**src/rtl/siso_layer_scheduler.sv**
```systemverilog
// Read-side sequencer for one SISO row unit: walks address x layer x iteration,
// tracks reads still in flight and pulses done once all write-backs have returned.
module siso_layer_scheduler #(
  parameter int LAYERS     = 2,
  parameter int ADDRWIDTH  = 5,
  parameter int ADDRDEPTH  = 20,
  parameter int ITERBITS   = 4,
  parameter int HAZARD_GAP = 0,
  parameter int OUTBITS    = 5
) (
  input  logic                 clk,
  input  logic                 rst,
  input  logic                 start,
  input  logic [ITERBITS-1:0]  max_iter,
  input  logic                 hold,
  input  logic                 wren,
  output logic                 rdlayer,
  output logic [ADDRWIDTH-1:0] rdaddress,
  output logic                 rden_LLR,
  output logic                 rden_E,
  output logic [ITERBITS-1:0]  iter_count,
  output logic                 busy,
  output logic                 done
);

  localparam int LW = (LAYERS > 1) ? $clog2(LAYERS) : 1;
  localparam int GW = (HAZARD_GAP > 1) ? $clog2(HAZARD_GAP) : 1;

  typedef enum logic [1:0] {IDLE, RUN, GAP, DRAIN} state_t;

  state_t               state;
  logic [ADDRWIDTH-1:0] addr;
  logic [LW-1:0]        layer;
  logic [ITERBITS-1:0]  iter;
  logic [ITERBITS-1:0]  max_q;
  logic [GW-1:0]        gap_cnt;
  logic [OUTBITS-1:0]   inflight;

  logic issue, last_addr, last_layer, last_iter;

  always_comb begin
    issue      = (state == RUN) && !hold;
    last_addr  = (addr == ADDRWIDTH'(ADDRDEPTH - 1));
    last_layer = (layer == LW'(LAYERS - 1));
    last_iter  = (iter == max_q - 1'b1);
  end

  always_ff @(posedge clk) begin
    if (rst) begin
      state      <= IDLE;
      addr       <= '0;
      layer      <= '0;
      iter       <= '0;
      max_q      <= '0;
      gap_cnt    <= '0;
      rdlayer    <= 1'b0;
      rdaddress  <= '0;
      rden_LLR   <= 1'b0;
      rden_E     <= 1'b0;
      iter_count <= '0;
      busy       <= 1'b0;
      done       <= 1'b0;
    end else begin
      rden_LLR <= 1'b0;
      rden_E   <= 1'b0;
      done     <= 1'b0;
      case (state)
        IDLE: begin
          busy <= 1'b0;
          if (start) begin
            state      <= RUN;
            max_q      <= (max_iter == '0) ? ITERBITS'(1) : max_iter;
            addr       <= '0;
            layer      <= '0;
            iter       <= '0;
            iter_count <= '0;
          end
        end
        RUN: begin
          busy <= 1'b1;
          if (issue) begin
            rden_LLR   <= 1'b1;
            rden_E     <= 1'b1;
            rdaddress  <= addr;
            rdlayer    <= layer[0];
            iter_count <= iter;
            if (last_addr) begin
              addr <= '0;
              // Every layer wrap except the final one may need a hazard gap.
              if (last_layer && last_iter) begin
                layer <= '0;
                state <= DRAIN;
              end else begin
                if (last_layer) begin
                  layer <= '0;
                  iter  <= iter + 1'b1;
                end else begin
                  layer <= layer + 1'b1;
                end
                if (HAZARD_GAP > 0) begin
                  state   <= GAP;
                  gap_cnt <= '0;
                end
              end
            end else begin
              addr <= addr + 1'b1;
            end
          end
        end
        GAP: begin
          if (!hold) begin
            if (gap_cnt == GW'((HAZARD_GAP > 0) ? HAZARD_GAP - 1 : 0))
              state <= RUN;
            else
              gap_cnt <= gap_cnt + 1'b1;
          end
        end
        DRAIN: begin
          if (inflight == '0) begin
            done  <= 1'b1;
            state <= IDLE;
          end
        end
        default: state <= IDLE;
      endcase
    end
  end

  // A stray wren with nothing outstanding is dropped so the count floors at zero.
  always_ff @(posedge clk) begin
    if (rst) begin
      inflight <= '0;
    end else begin
      assert (!(wren && !issue && inflight == '0))
        else $error("siso_layer_scheduler: wren with no read in flight");
      assert (!(issue && !wren && inflight == '1))
        else $error("siso_layer_scheduler: in-flight counter overflow");
      if (issue && !wren)
        inflight <= inflight + 1'b1;
      else if (!issue && wren && inflight != '0)
        inflight <= inflight - 1'b1;
    end
  end

endmodule

```
**config.mk**
```make
export PLATFORM = sky130hd
export DESIGN_NAME = siso_layer_scheduler
export DESIGN_NICKNAME = d
export VERILOG_FILES = /design/src/rtl/siso_layer_scheduler.sv
export SDC_FILE = /design/constraint.sdc
export NUM_CORES = 1
export LEC_CHECK = 0
export ABC_AREA = 1
export ABC_CLOCK_PERIOD_IN_PS = 2500
export CAP_MARGIN = 25
export CORE_ASPECT_RATIO = 1.4
export CORE_UTILIZATION = 35
export DETAILED_ROUTE_END_ITERATION = 6
export GPL_TIMING_DRIVEN = 1
export SETUP_SLACK_MARGIN = 0.1
export SYNTH_ARGS = -nofsm -noshare
export SYNTH_HDL_FRONTEND = slang
export SYNTH_SLANG_ARGS = --single-unit
```
**constraint.sdc**
```tcl
create_clock -name clk -period 2.5 [get_ports clk]
set_input_delay 0.625 -clock clk [delete_from_list [all_inputs] [get_ports clk]]
set_output_delay 0.625 -clock clk [all_outputs]
set_load 0.02 [all_outputs]
```
==> results of run 1 <==
how the worst max path moves through the flow:
stage               startpoint          end  slack (ns)  depth (start not counted)
floorplan                 hold  inflight[4]        0.36                         10
global placement          hold  inflight[4]        0.04                         11
detailed placement        hold  inflight[4]        0.02                         11
CTS                       hold  inflight[4]        0.33                         11
global route              hold  inflight[4]        0.10                         11
finish                    hold  inflight[4]        0.33                         11
Yosys cell counts (3+ instances only):
library cell,count
nand2_1,45
dfxtp_1,34
nor2_1,29
a21oi_1,28
nand3_1,22
inv_1,17
o21ai_0,11
ha_1,6
xor2_1,4
inv_2,3
nor3_1,3
xnor2_1,3
flip-flops by register name, summed over array words and instances (netlist names):
name / count
addr: 5
inflight: 5
rdaddress: 5
iter: 4
iter_count: 4
max_q: 4
state: 2
busy: 1
done: 1
last_layer: 1
rden_E: 1
rdlayer: 1
power by group through the flow:
| stage | Sequential, W | Clock [W] | Combinational, W |
|---|---|---|---|
| floorplan | 0.000716 | 0 | 0.000515 |
| global placement | 0.000719 | 0 | 0.000682 |
| detailed placement | 0.000717 | 0 | 0.000688 |
| CTS | 0.000706 | 0.000521 | 0.000689 |
| global route | 0.000720 | 0.000549 | 0.000802 |
| finish | 0.000705 | 0.000509 | 0.000682 |
kinds of logic (layout without fill, tap and decap cells):
kind of cell / Yosys count / count (layout) / synth area share
AO/OA/AOI/OAI: 42 / 42 / 0.1285
adder cells (fa/ha/maj): 7 / 7 / 0.05646
XOR/XNOR: 7 / 7 / 0.03640
buffers and inverters: 29 / 59 / 0.07058
flip-flops: 34 / 34 / 0.4042
AND/OR/NAND/NOR: 111 / 111 / 0.3039
routing by layer:
layer,global-route usage,share of wire,vias to the layer above
li1,-,-,809
met1,0.1858,0.45,654
met2,0.2657,0.49,22
met3,0.03876,0.032,6
met4,0.06818,0.021,0
met5,0,0,-
area by class of cell:
class | instances | area (sq um)
Timing Repair Buffer | 29 | 272.8
Clock buffer | 5 | 68.82
Multi-Input combinational cell | 167 | 884.6
Clock inverter | 3 | 45.04
Inverter | 22 | 82.58
Sequential cell | 34 | 680.7
Tap cell | 62 | 77.57
Fill cell | 478 | 2460
per-stage QoR:
| step | hold WS (ns) | utilization |
|---|---|---|
| 2_1_floorplan | 0.4529 | - |
| 3_3_place_gp | 0.4524 | 0.4371 |
| 3_5_place_dp | 0.4548 | 0.4371 |
| 4_1_cts | 0.4663 | 0.4620 |
| 5_1_grt | 0.4821 | 0.4620 |
| 6_report | 0.4613 | 0.4620 |
tightest hold or removal path: cells and delay by family (launching register included):
family	cells	cell delay, ns
AOI/OAI and AO/OA	1	0.05
and+or+nand+nor	1	0.06
DFF	1	0.31
placed cells by master, fill, tap and decap left out:
| master | instances |
|---|---|
| nor3b_1 | 1 |
| nand2_2 | 2 |
| nor3_1 | 3 |
| a211oi_1 | 1 |
| o21ai_2 | 1 |
| buf_4 | 7 |
| a21oi_1 | 28 |
| nand2_4 | 2 |
| dfxtp_1 | 34 |
| nand4_1 | 1 |
| xnor2_1 | 3 |
| nor4_1 | 1 |
| clkbuf_8 | 5 |
| bufinv_16 | 1 |
| fa_1 | 1 |
| nor2_4 | 2 |
| inv_2 | 3 |
| nor2_1 | 29 |
| clkinv_1 | 2 |
| nand3_2 | 1 |
| nand3_1 | 22 |
| xor2_1 | 4 |
| clkdlybuf4s50_1 | 22 |
| o21ai_0 | 11 |
| ha_1 | 6 |
| nor3b_2 | 1 |
| inv_1 | 17 |
| clkinvlp_4 | 2 |
| o21ai_1 | 1 |
| nand2_1 | 45 |
| or2_4 | 1 |
==> impl_metrics.tcl, run 1 <==
set metrics [dict create \
    cts_resized 0 \
    cellLeakagePower_nw 0.8573 \
    path_delay_family "simple AND/OR/NAND/NOR gates" \
    dpl.hpwl_microns 2565 \
    cts.sinks 34 \
    async_flop_share 0 \
    die_w_microns 60.63 \
    min_from "rdaddress[1]" \
    gp_congestion 0.7891 \
    cts-root-buf "clkbuf_8" \
    placed_cell_area_sq_um 1998 \
    timing.rr.end "inflight[4]" \
    die_y_microns 84.08 \
    synth_area_leaders "dfxtp_1, nand2_1, a21oi_1" \
    grt_pass1_vias 1450 \
    cp_cell_sequence "clkdlybuf4s50_1 -> clkinv_1 -> nand2_4 -> or2_4 -> fa_1 -> a21oi_1 -> nor2_1 -> nor2_1 -> nand2_1 -> a21oi_1 -> nor2_1" \
    drc 0 \
    cpMostUsedCell "nor2_1" \
    firstDrtPassIters 4 \
    crit_buf_inv 2 \
    reg2regPathDepth 11 \
    syn_nets 246 \
    path_class "input port to flop" \
    cts_inserted_buffers 5 \
    ant_nets 0 \
    ys_ff_latch 34 \
    fp-row-count 29 \
    hold_end "rdaddress[1]" \
    fmax_mhz 461.4 \
    hold_path.class "flop to flop" \
    tns_ns 0 \
    worstPathRequired_ns 2.69 \
    dp_slack_ns 0.01902 \
    post-route-min-period_ns 2.168 \
    layout.nets 275 \
    switching_share 0.3661 \
    grt_use_total 0.1590 \
    clkPwrFrac 0.269 \
    grt_overflow 0 \
    yosys.area.top_type "dfxtp_1" \
    period_share 0.8670 \
    yosysWarnings 0 \
    wire_per_inst_microns 10.57 \
    synth_edf_count 0 \
    ys_seq_area_frac 0.4042 \
    stdcell_count 322 \
    setup_violations 0 \
    hold_viol 0 \
    p_sw_w 0.0006941 \
    ioPinCount 23 \
    grt_pass1_wl_microns 6134 \
    synthCells 230 \
    ys.flop_type "dfxtp_1" \
    drv_slew 0 \
    slew_headroom 0.7305 \
    via_count 1491 \
    area_growth_pct 25.41 \
    drive_gt1_frac 0.1077 \
    routed_wl_microns 3403 \
    rsz0062_at_grt "false" \
    fin_worst_skew_ns 0.004323 \
    cp_slowest_cell "clkdlybuf4s50_1" \
    vias_per_cell 4.630 \
    cellPowerDensity_nw_per_um2 897.7 \
    internal_power_w 0.001202 \
    worstSetupEndpointType "flop" \
    diodes 0 \
    drv_cap 0 \
    whs_path_depth 2 \
    htreeDepth 2 \
    die-area_sq_um 5097 \
    ir_drop_uv 574.5 \
    stdcell_area_sq_um 2112 \
    crit_path_max_incr_delay_ns 0.40 \
    synth_area_sq_um 1684 \
    r2r-start "state[0]" \
    pwr-share-seq 0.372 \
    fin_ws_ns 0.3325 \
    crit_fanout 6 \
    p_total_w 0.001896 \
    antenna_found_initial 0 \
    synth_top_area_frac 0.4042 \
    cts_tree "done" \
    core_sq_um 4572 \
    worstPathArrival_ns 2.35 \
    r2r_slack_ns 0.61 \
    status "completed" \
    drtIter0Drc 53 \
    clkTransAtPathRegs_ns 0.07 \
    hold_buffers 0 \
    max_slew.worst_pin.slew_ns 0.4038 \
    postCtsSetupRepairBufs 0 \
    avgSynthCellArea_sq_um 7.322 \
    cp-start-kind "input port" \
    synth_cell_types 30 \
    clkLatencyLatePin_ns 0.29 \
    place_inst 314 \
    combPwrFrac 0.360 \
    grt_max_degree 20 \
    cts_buffer_depth 2 \
    io_buffers 22 \
    initial_core_util 0.3684 \
]
Note: power is estimated with default switching activity, not from simulation.
==> inputs of run 2 (changes only) <==
ABC_AREA = not set   (was 1)
SETUP_SLACK_MARGIN = not set   (was 0.1)
==> run 2 against run 1 <==
Fmax decreased by 9.6%. Via count decreased by 5.4%. Power decreased by 8.8%. Synthesized area decreased by 2.3%. Sequential cell count unchanged. Largest cell class unchanged. Clock skew increased by 0.0058 ns.
==> impl_metrics.tcl, run 2 <==
set metrics [dict create \
    layout.nets 244 \
    vias_per_cell 4.845 \
    drv_slew 0 \
    clkTransAtPathRegs_ns 0.07 \
    min_from "iter_count[0]" \
    place_inst 282 \
    setup_violations 0 \
    antenna_found_initial 0 \
    synth_area_leaders "dfxtp_1, a21oi_1, nand2_1" \
    via_count 1410 \
    synth_top_area_frac 0.4137 \
    period_share 0.9594 \
    cts_buffer_depth 2 \
    cts-root-buf "clkbuf_8" \
    avgSynthCellArea_sq_um 8.660 \
    yosysWarnings 0 \
    htreeDepth 2 \
    max_slew.worst_pin.slew_ns 0.4271 \
    synth_edf_count 0 \
    cp-start-kind "input port" \
    diodes 0 \
    ir_drop_uv 520.2 \
    ys_seq_area_frac 0.4137 \
    worstSetupEndpointType "flop" \
    top_regs "addr (5), inflight (5), rdaddress (5)" \
    area_growth_pct 32.32 \
    ioPinCount 23 \
    die_w_microns 59.95 \
    worstPathRequired_ns 2.68 \
    status "completed" \
    cts_inserted_buffers 5 \
    ys.flop_type "dfxtp_1" \
    initial_core_util 0.3628 \
    r2r-start "max_q[0]" \
    fin_ws_ns 0.1015 \
    layout_commonest_cell "dfxtp_1" \
    hold_path.class "flop to flop" \
    yosysMostFrequentCell "dfxtp_1" \
    grt_overflow 0 \
    synth_area_sq_um 1645 \
    cellPowerDensity_nw_per_um2 793.8 \
    ant_nets 0 \
    yosys.area.top_type "dfxtp_1" \
    fin_worst_skew_ns 0.01013 \
    drv_cap 0 \
    ys_ff_latch 34 \
    most-common-layout-cells "dfxtp_1, nand2_1, nor2_1, clkdlybuf4s50_1, a21oi_1" \
    fmax_mhz 416.9 \
    synth_cell_types 43 \
    firstDrtPassIters 4 \
    grt_use_total 0.1527 \
    dp_slack_ns -0.2200 \
    synthCells 190 \
    drc 0 \
    cts_tree "done" \
    whs_ns 0.4482 \
    dpl.hpwl_microns 2514 \
    slew_headroom 0.7153 \
    crit_start "hold" \
    crit_fanout 4 \
    fp-row-count 29 \
    async_flop_share 0 \
    drtIter0Drc 36 \
    gp_congestion 0.8544 \
    grt_pass1_wl_microns 5920 \
    die_y_microns 83.13 \
    stdcell_count 291 \
    post-route-min-period_ns 2.398 \
    worstPathArrival_ns 2.58 \
    cts.sinks 34 \
    syn_nets 206 \
    grt_max_degree 19 \
    clkLatencyLatePin_ns 0.29 \
    routed_wl_microns 3300 \
    synth_commonest_cells "dfxtp_1, nand2_1, nor2_1, a21oi_1" \
    io_buffers 22 \
    hold_buffers 0 \
    grt_pass1_vias 1342 \
    path_class "input port to flop" \
    die-area_sq_um 4983 \
    hold_viol 0 \
    cellLeakagePower_nw 0.8415 \
    core_sq_um 4536 \
    wire_per_inst_microns 11.34 \
    drive_gt1_frac 0.1354 \
]
run 2: what timing repair did:
action	in CTS	in global routing
setup buffers	0	1
gates resized for setup	0	1
endpoints found under the hold margin	0	0
setup endpoints to repair	0	1
run 2: path summary, 6_finish.rpt:
path	end	slack (ns)	depth (start not counted)
worst min register to register	iter_count[0]	0.45	2
worst min-delay path	iter_count[0]	0.45	2
worst max register to register	iter[2]	0.43	7
worst max-delay path	inflight[4]	0.10	9
run 2: cell families (layout without fill, tap and decap cells):
| kind of cell | count (synthesis) | after routing | share of synthesized area |
|---|---|---|---|
| AND/OR/NAND/NOR | 85 | 85 | 0.2662 |
| adder cells (fa/ha/maj) | 7 | 7 | 0.05779 |
| multiplexers | 3 | 3 | 0.01825 |
| buffers and inverters | 10 | 49 | 0.02586 |
| AO/OA/AOI/OAI | 38 | 38 | 0.1407 |
| XOR/XNOR | 13 | 13 | 0.07757 |
| flip-flops | 34 | 34 | 0.4137 |
run 2: cell type report:
cell class | instances | area [sq um]
inverter | 2 | 7.507
tap | 62 | 77.57
multi-input combinational | 146 | 925.9
fill | 473 | 2359
timing repair buffer | 39 | 347.8
clock buffer | 5 | 68.82
sequential | 34 | 680.7
clock inverter | 3 | 68.82
run 2: where the power goes:
part / internal [W] / switching (W)
clock network: 0.000400 / 0.000212
registers: 0.000590 / 0.0000596
logic: 0.000251 / 0.000216
run 2: critical path, stage by stage:
cell             delay [ns]
clkdlybuf4s50_1        0.43
nor3b_2                0.22
nand2b_1               0.15
fa_1                   0.41
a21o_1                 0.18
a21oi_2                0.14
mux2i_1                0.22
xnor2_1                0.14
nor2_1                 0.05
run 2: through the flow:
stage	utilization	power, W	TNS (ns)	instance area, sq um
2_1_floorplan	-	0.0009785	0	1645
3_3_place_gp	0.4472	0.001114	-0.1583	2028
3_5_place_dp	0.4472	0.001120	-0.2200	2028
4_1_cts	0.4775	0.001737	0	2166
5_1_grt	0.4800	0.001835	-0.006879	2177
6_report	0.4800	0.001728	0	2177
run 2: layer usage:
layer  up-vias  global-route usage  share of wire
met2        21              0.2566           0.50
met3         5             0.02804          0.019
li1        744                   -              -
met1       640              0.1784           0.46
met4         0             0.07611          0.024
met5         -                   0              0
==> edit: new RTL, config.mk and constraints of run 1 <==
The 4 states of `state_t` get a one-hot encoding in 4 bits.
--- a/src/rtl/siso_layer_scheduler.sv
+++ b/src/rtl/siso_layer_scheduler.sv
@@ -26,7 +26,7 @@
   localparam int LW = (LAYERS > 1) ? $clog2(LAYERS) : 1;
   localparam int GW = (HAZARD_GAP > 1) ? $clog2(HAZARD_GAP) : 1;
 
-  typedef enum logic [1:0] {IDLE, RUN, GAP, DRAIN} state_t;
+  typedef enum logic [3:0] {IDLE = 4'b0001, RUN = 4'b0010, GAP = 4'b0100, DRAIN = 4'b1000} state_t;
 
   state_t               state;
   logic [ADDRWIDTH-1:0] addr;
Behaviour: same outputs for any inputs over 10 cycles, from zero or initial values and one cycle with rst high; not proved beyond that.
==> edit against run 1 <==
- utilization fell by 1.1 points
- register-to-register slack worse by 0.18 ns
- worst setup slack lost 0.0022 ns
- routed wire length increased by 13%
- design area is 3.5% higher
- area after synthesis rose by 4.8%
- highest routed layer unchanged
- power increased by 4.9%
- clock power is 27% lower
- first-iteration DRC count did not move
- sequential cell count grew 1
- clock skew shrank 0.00088 ns
- cell count up 5.0%
==> edit: results (changes against run 1) <==
<table>
<tr><th>Metric</th><th>Value</th></tr>
<tr><th colspan="2">Place</th></tr>
<tr><td>GPL Wtd Cong</td><td>0.8100 (+2.6%)</td></tr>
<tr><td>Placed Instances</td><td>332 (+5.7%)</td></tr>
<tr><th colspan="2">Cells and area</th></tr>
<tr><td>Relative area of clock buffers and inverters in the final design</td><td>0.03320 (-0.02071)</td></tr>
<tr><td>Fraction of area in registers</td><td>0.3205 (-0.001725)</td></tr>
<tr><td>Final instance count without filler cells</td><td>338 (+5.0%)</td></tr>
<tr><td>Inverter count of the layout excluding clock inverters</td><td>27 (+23%)</td></tr>
<tr><td>Filler cells</td><td>495 (+3.6%)</td></tr>
<tr><td>Total of clock buffers placed in the layout</td><td>6 (+1)</td></tr>
<tr><td>Repair and plain buffers</td><td>32 (+10%)</td></tr>
<tr><td>Layout net count</td><td>291 (+5.8%)</td></tr>
<tr><td>Share of layout cells above drive strength 1</td><td>0.1022 (-0.005503)</td></tr>
<tr><th colspan="2">Critical path</th></tr>
<tr><td>CP max stage delay</td><td>0.49 ns (+0.09 ns)</td></tr>
<tr><td>Gate family responsible for the most delay along the worst path</td><td>buffers and inverters</td></tr>
<tr><th colspan="2">Yosys</th></tr>
<tr><td>Synth cell count leaders</td><td>nand2_1, dfxtp_1, a21oi_1, nor2_1, inv_1</td></tr>
<tr><td>Synthesized netlist cell count</td><td>242 (+5.2%)</td></tr>
<tr><td>Largest cells by area after synthesis</td><td>dfxtp_1, nand2_1, a21oi_1</td></tr>
<tr><td>Share of the yosys chip area belonging to registers</td><td>0.3969 (-0.007279)</td></tr>
<tr><td>Cell variety after synth</td><td>29 (-3.3%)</td></tr>
<tr><th colspan="2">STA</th></tr>
<tr><td>Clock Skew</td><td>0.003442 ns (-0.0008812 ns)</td></tr>
<tr><td>Tightest slew margin relative to the limit</td><td>0.7857 (+0.05517)</td></tr>
<tr><th colspan="2">Run status</th></tr>
<tr><td>Outcome</td><td>completed</td></tr>
<tr><th colspan="2">GRT</th></tr>
<tr><td>Pin count of the biggest net entering global routing</td><td>16 (-20%)</td></tr>
<tr><td>Global-route wire length before repair</td><td>6755 um (+10%)</td></tr>
<tr><th colspan="2">Pwr</th></tr>
<tr><td>Leak pwr</td><td>0.0009172 uW (+7.0%)</td></tr>
<tr><td>Power density cells</td><td>909.7 mW/mm^2 (+1.3%)</td></tr>
</table>
==> edit: kinds of logic after synthesis <==
family,after synthesis,synth area share
adder cells (fa/ha/maj),7,0.05386
buffers and inverters,33,0.07583
AO/OA/AOI/OAI,48,0.1368
XOR/XNOR,6,0.02977
AND/OR/NAND/NOR,113,0.3069
flip-flops,35,0.3969
==> edit: routing by layer <==
metal  global-route usage  part of all wire
met1               0.1925              0.43
met2               0.2834              0.51
met3              0.03771             0.023
met4              0.09091             0.033
met5                    0                 0
==> edit: worst paths after layout <==
check	startpoint	endpoint	slack (ns)
worst min register to register	iter_count[3]	iter_count[3]	0.47
worst max register to register	state[3]	inflight[4]	0.43
worst min-delay path	iter_count[3]	iter_count[3]	0.47
worst max-delay path	wren	inflight[4]	0.33
==> edit: what timing repair did <==
item	in CTS	in global routing
gates resized for setup	0	1
buffers inserted	0	0
hold buffers	0	0
setup endpoints to repair	0	1
